==> src/rtl/serial_adder.sv <==
// Bit-serial adder: one full-adder slice walks the operands LSB first over WIDTH cycles.
// Optional signed-overflow output enabled by defining SERIAL_ADDER_OVERFLOW_EN.
module serial_adder #(
  parameter int unsigned WIDTH = 8
) (
  input  logic             clk,
  input  logic             rstN,
  input  logic             start,
  input  logic [WIDTH-1:0] opA,
  input  logic [WIDTH-1:0] opB,
  input  logic             carryIn,
  output logic             busy,
  output logic             done,
  output logic [WIDTH-1:0] sum,
`ifdef SERIAL_ADDER_OVERFLOW_EN
  output logic             overflow,
`endif
  output logic             carryOut
);

  localparam int unsigned CntW = (WIDTH > 1) ? $clog2(WIDTH) : 1;
  localparam logic [CntW-1:0] LastBit = CntW'(WIDTH - 1);

  typedef enum logic [1:0] {StIdle, StRun, StDone} state_e;

  state_e           state_q, state_d;
  logic [WIDTH-1:0] a_q, a_d, b_q, b_d, res_q, res_d;
  logic [CntW-1:0]  cnt_q, cnt_d;
  logic             carry_q, carry_d;
  logic             cout_q, cout_d;
  logic             fa_sum, fa_carry;
`ifdef SERIAL_ADDER_OVERFLOW_EN
  logic             ovf_q, ovf_d;
`endif

  // Full-adder slice fed by the operand LSBs and the running carry.
  always_comb begin
    fa_sum   = a_q[0] ^ b_q[0] ^ carry_q;
    fa_carry = (a_q[0] & b_q[0]) | (a_q[0] & carry_q) | (b_q[0] & carry_q);
  end

  always_comb begin
    state_d = state_q;
    a_d     = a_q;
    b_d     = b_q;
    res_d   = res_q;
    cnt_d   = cnt_q;
    carry_d = carry_q;
    cout_d  = cout_q;
`ifdef SERIAL_ADDER_OVERFLOW_EN
    ovf_d   = ovf_q;
`endif
    unique case (state_q)
      StIdle: begin
        if (start) begin
          a_d     = opA;
          b_d     = opB;
          carry_d = carryIn;
          cnt_d   = '0;
          state_d = StRun;
        end
      end
      StRun: begin
        res_d   = {fa_sum, res_q[WIDTH-1:1]};
        a_d     = a_q >> 1;
        b_d     = b_q >> 1;
        carry_d = fa_carry;
        cnt_d   = cnt_q + CntW'(1);
        if (cnt_q == LastBit) begin
          cout_d  = fa_carry;
`ifdef SERIAL_ADDER_OVERFLOW_EN
          // carry_q here is the carry into the MSB position
          ovf_d   = carry_q ^ fa_carry;
`endif
          state_d = StDone;
        end
      end
      StDone:  state_d = StIdle;
      default: state_d = StIdle;
    endcase
  end

  always_ff @(posedge clk) begin
    if (!rstN) begin
      state_q <= StIdle;
      a_q     <= '0;
      b_q     <= '0;
      res_q   <= '0;
      cnt_q   <= '0;
      carry_q <= 1'b0;
      cout_q  <= 1'b0;
`ifdef SERIAL_ADDER_OVERFLOW_EN
      ovf_q   <= 1'b0;
`endif
    end else begin
      state_q <= state_d;
      a_q     <= a_d;
      b_q     <= b_d;
      res_q   <= res_d;
      cnt_q   <= cnt_d;
      carry_q <= carry_d;
      cout_q  <= cout_d;
`ifdef SERIAL_ADDER_OVERFLOW_EN
      ovf_q   <= ovf_d;
`endif
    end
  end

  always_comb begin
    busy     = (state_q == StRun);
    done     = (state_q == StDone);
    sum      = res_q;
    carryOut = cout_q;
`ifdef SERIAL_ADDER_OVERFLOW_EN
    overflow = ovf_q;
`endif
  end

endmodule

==> config.mk <==
export PLATFORM = sky130hd
export DESIGN_NAME = serial_adder
export DESIGN_NICKNAME = d
export VERILOG_FILES = /design/src/rtl/serial_adder.sv
export SDC_FILE = /design/constraint.sdc
export NUM_CORES = 1
export LEC_CHECK = 0
export CAP_MARGIN = 25
export CORE_MARGIN = 2
export CORE_UTILIZATION = 40
export DETAILED_ROUTE_END_ITERATION = 8
export HOLD_SLACK_MARGIN = 0.08
export PLACE_DENSITY = 0.66
export SYNTH_ARGS = -nofsm -noshare
export SYNTH_HDL_FRONTEND = slang
export SYNTH_SLANG_ARGS = --single-unit
==> constraint.sdc <==
create_clock -name clk -period 1.5 [get_ports clk]
set_input_delay 0.3 -clock clk [delete_from_list [all_inputs] [get_ports clk]]
set_output_delay 0.3 -clock clk [all_outputs]
set_load 0.02 [all_outputs]
==> summary.md <==
| Metric | Value |
|---|---|
| Status | complete, no violations |
| Fin Setup TNS | 0 ns |
| Library cells used by synthesis | 25 |
| Setup Fix Bufs, Post-CTS | 0 |
| TritonRoute pass-1 iters | 4 |
| Dpl cells | 218 |
| Worst-path maximum fanout | 4 |
| Critical Path Sink | busy |
| RR Endpoint | a_q[2] |
| Area of the die | 3840 um2 |
| Crit path capture type | output port |
| Via count | 1155 |
| PnR worst setup slack | 0.0417 ns |
| Sequential cell area | 622 um2 |
| Multi-input logic area | 648 um2 |
| Via/cell ratio | 5.11 |
| Reg2reg setup slack | 0.11 ns |
| N_diodes | 0 |
| Mean Syn Cell Area | 9.34 um2 |
| DRC viols | 0 |
| DR iter-0 viols | 69 |
| Wire per inst | 12.6 um |
| Final Non-Filler Cells | 226 |
| CTS Sinks | 31 |
| Setup violations, final | 0 |
| First-pass GRT wire length | 4820 um |
| # hold bufs at CTS | 0 |
| Total gr overflow | 0 |
| Crit Path Category | register to output port |
| Port bufs | 30 |
| Final WL | 2850 um |
| Ports | 31 |
| Total of flip-flops plus latches after synthesis | 31 |
| Synth Instances | 144 |
| Clock root buffer | clkbuf_4 |
| Dpl ws | -0.128 ns |
| Initial antenna violation count | 0 |
| F_max | 686 MHz |
| YS warnings | 0 |
| Count of final hold-check violations | 0 |
| Site Rows | 21 |
| Arr. time, crit path | 1.16 ns |
| CTS tree | built |
| Commonest non-fill, non-tap cells in the layout | dfxtp_1, nand2_1, clkdlybuf4s50_1 |
| Vias in the first global route | 1076 |
| Final net count | 202 |
| Post-Syn Area | 1350 um2 |
| P per Cell Area | 994 nW/um2 |
| Overall global routing resource usage | 17.5% |
| Share of layout cells above drive strength 1 | 12.8% |
| Top cell type's share of synthesized area | 46.1% |
| VDD IR max | 586 uV |
| Syn nets | 167 |
| RSZ-0062 raised after global routing | true |
| Commonest non-fill, non-tap cell in the layout | dfxtp_1 |
| Tcrit/Tclk final | 97.2% |
| Tmin final | 1.46 ns |
| Hold crit path type | register to register |
| Clock H-tree levels | 2 |
| Hpwl dp | 1980 um |
| Skew-Pair Late Insertion Delay | 0.33 ns |
| Largest net degree at the start of global routing | 36 |
| Longest Clk Path Bufs | 2 |
| Die Height | 62.0 um |
| Pins Over Slew Limit | 0 |
| Max-Slew Margin vs Limit | 78.5% |
| Maxcap violations | 0 |
| Number of buffers created by CTS | 5 |
| Layout Area Growth over Synthesis | 35.2% |
| Worst slew pin tran | 0.322 ns |
| Antenna-violating nets left | 0 |
| GP Congestion | 0.712 |
| Crit path from | state_q[1] |
| Crit path required time | 1.20 ns |
| Reg2reg path depth | 4 |
| Worst R2R Start | state_q[0] |
| Die W | 62.0 um |
| Fill cells | 320 |
| Clk slew on worst S/H paths | 0.10 ns |
| Core Area | 3280 um2 |
| Leak Pwr | 0.725 nW |
| Seq/Total Area, Yosys | 46.1% |
| CP Launch Type | register |
| Post-synth top area cell | dfxtp_1 |
| Worst clock skew | 0.00833 ns |
| Ranking of synthesized cells by area | dfxtp_1, mux2i_1, o211ai_1 |
| Starting Density | 41.0% |
worst min-delay path by stage:
stage,cells past startpoint,from,slack [ns],end
6_report,2,sum[0],0.46,sum[0]
5_1_grt,2,cnt_q[1],0.49,cnt_q[1]
4_1_cts,2,sum[0],0.47,sum[0]
3_5_place_dp,2,cnt_q[1],0.46,cnt_q[1]
3_3_place_gp,2,cnt_q[2],0.45,cnt_q[2]
2_1_floorplan,1,cnt_q[0],0.44,cnt_q[0]
Yosys cell counts:
cell type  instances
inv_1              1
a21oi_1            1
fa_1               1
o22ai_1            2
and3_1             1
o21ai_0            8
nor2b_1            1
o21ai_1           11
nand3_1            3
clkinv_2           1
ha_1               2
a21boi_1           5
buf_4              3
clkbuf_1           5
o211ai_1          15
buf_2              3
a21boi_0           4
nand2b_1           1
or3b_4             1
mux2i_1           16
nand2_1           23
buf_6              1
nor3b_1            1
nor2_1             3
dfxtp_1           31
flip-flops by register name, summed over array words and instances, names as in the netlist:
register and flops:
a_q 8, b_q 8, sum 8, cnt_q 3, state_q 2, carryOut 1, carry_q 1
cells by family (layout without fill, tap and decap cells):
logic type      count (synthesis)  count (layout)  synth area share (%)
compound gates                 46              46                  21.8
fa+ha+maj                       3               3                  3.35
simple gates                   34              34                  11.2
flops                          31              31                  46.1
mux                            16              16                  11.9
buf+inv                        14              50                  5.67
critical path, stage by stage, from the launching register on:
cell and delay (ns):
dfxtp_2 0.36, nand2b_1 0.15, clkinv_2 0.07, clkdlybuf4s15_2 0.25
layout make-up:
class / count / share of cell area (%)
Clock buffer: 6 / 2.82
Timing Repair Buffer: 40 / 21.7
Sequential cell: 31 / 34.2
Inverter: 2 / 0.482
Clock inverter: 2 / 1.93
Tap cell: 46 / 3.17
Multi-Input combinational cell: 99 / 35.7
power by group:
part | leakage (nW) | internal [mW] | total (mW) | switching [mW]
Sequential | 0.254 | 0.864 | 0.890 | 0.0254
Combinational | 0.423 | 0.130 | 0.239 | 0.109
Clock | 0.0482 | 0.394 | 0.677 | 0.284
Total | 0.725 | 1.39 | 1.81 | 0.418
through the flow:
step	power, mW	hold slack [ns]	area [um2]	utilization [%]
after floorplan	1.04	0.436	1350	-
after global placement	1.14	0.448	1740	52.8
after detailed placement	1.15	0.456	1740	52.8
after CTS	1.83	0.468	1810	55.2
after global routing	1.90	0.489	1820	55.4
final	1.81	0.461	1820	55.4
metal layers:
metal	track usage (%)	vias up	wire length (um)
met2	27.1	21	1430
met1	22.1	544	1240
li1	-	583	-
met5	0	-	0
met3	6.21	7	125
met4	7.29	0	58
what timing repair did:
action / CTS / global route
cloned: 0 / 0
endpoints found under the setup margin: 11 / 5
gates resized for setup: 16 / 1
No activity file was read; power rests on OpenSTA's default activity.
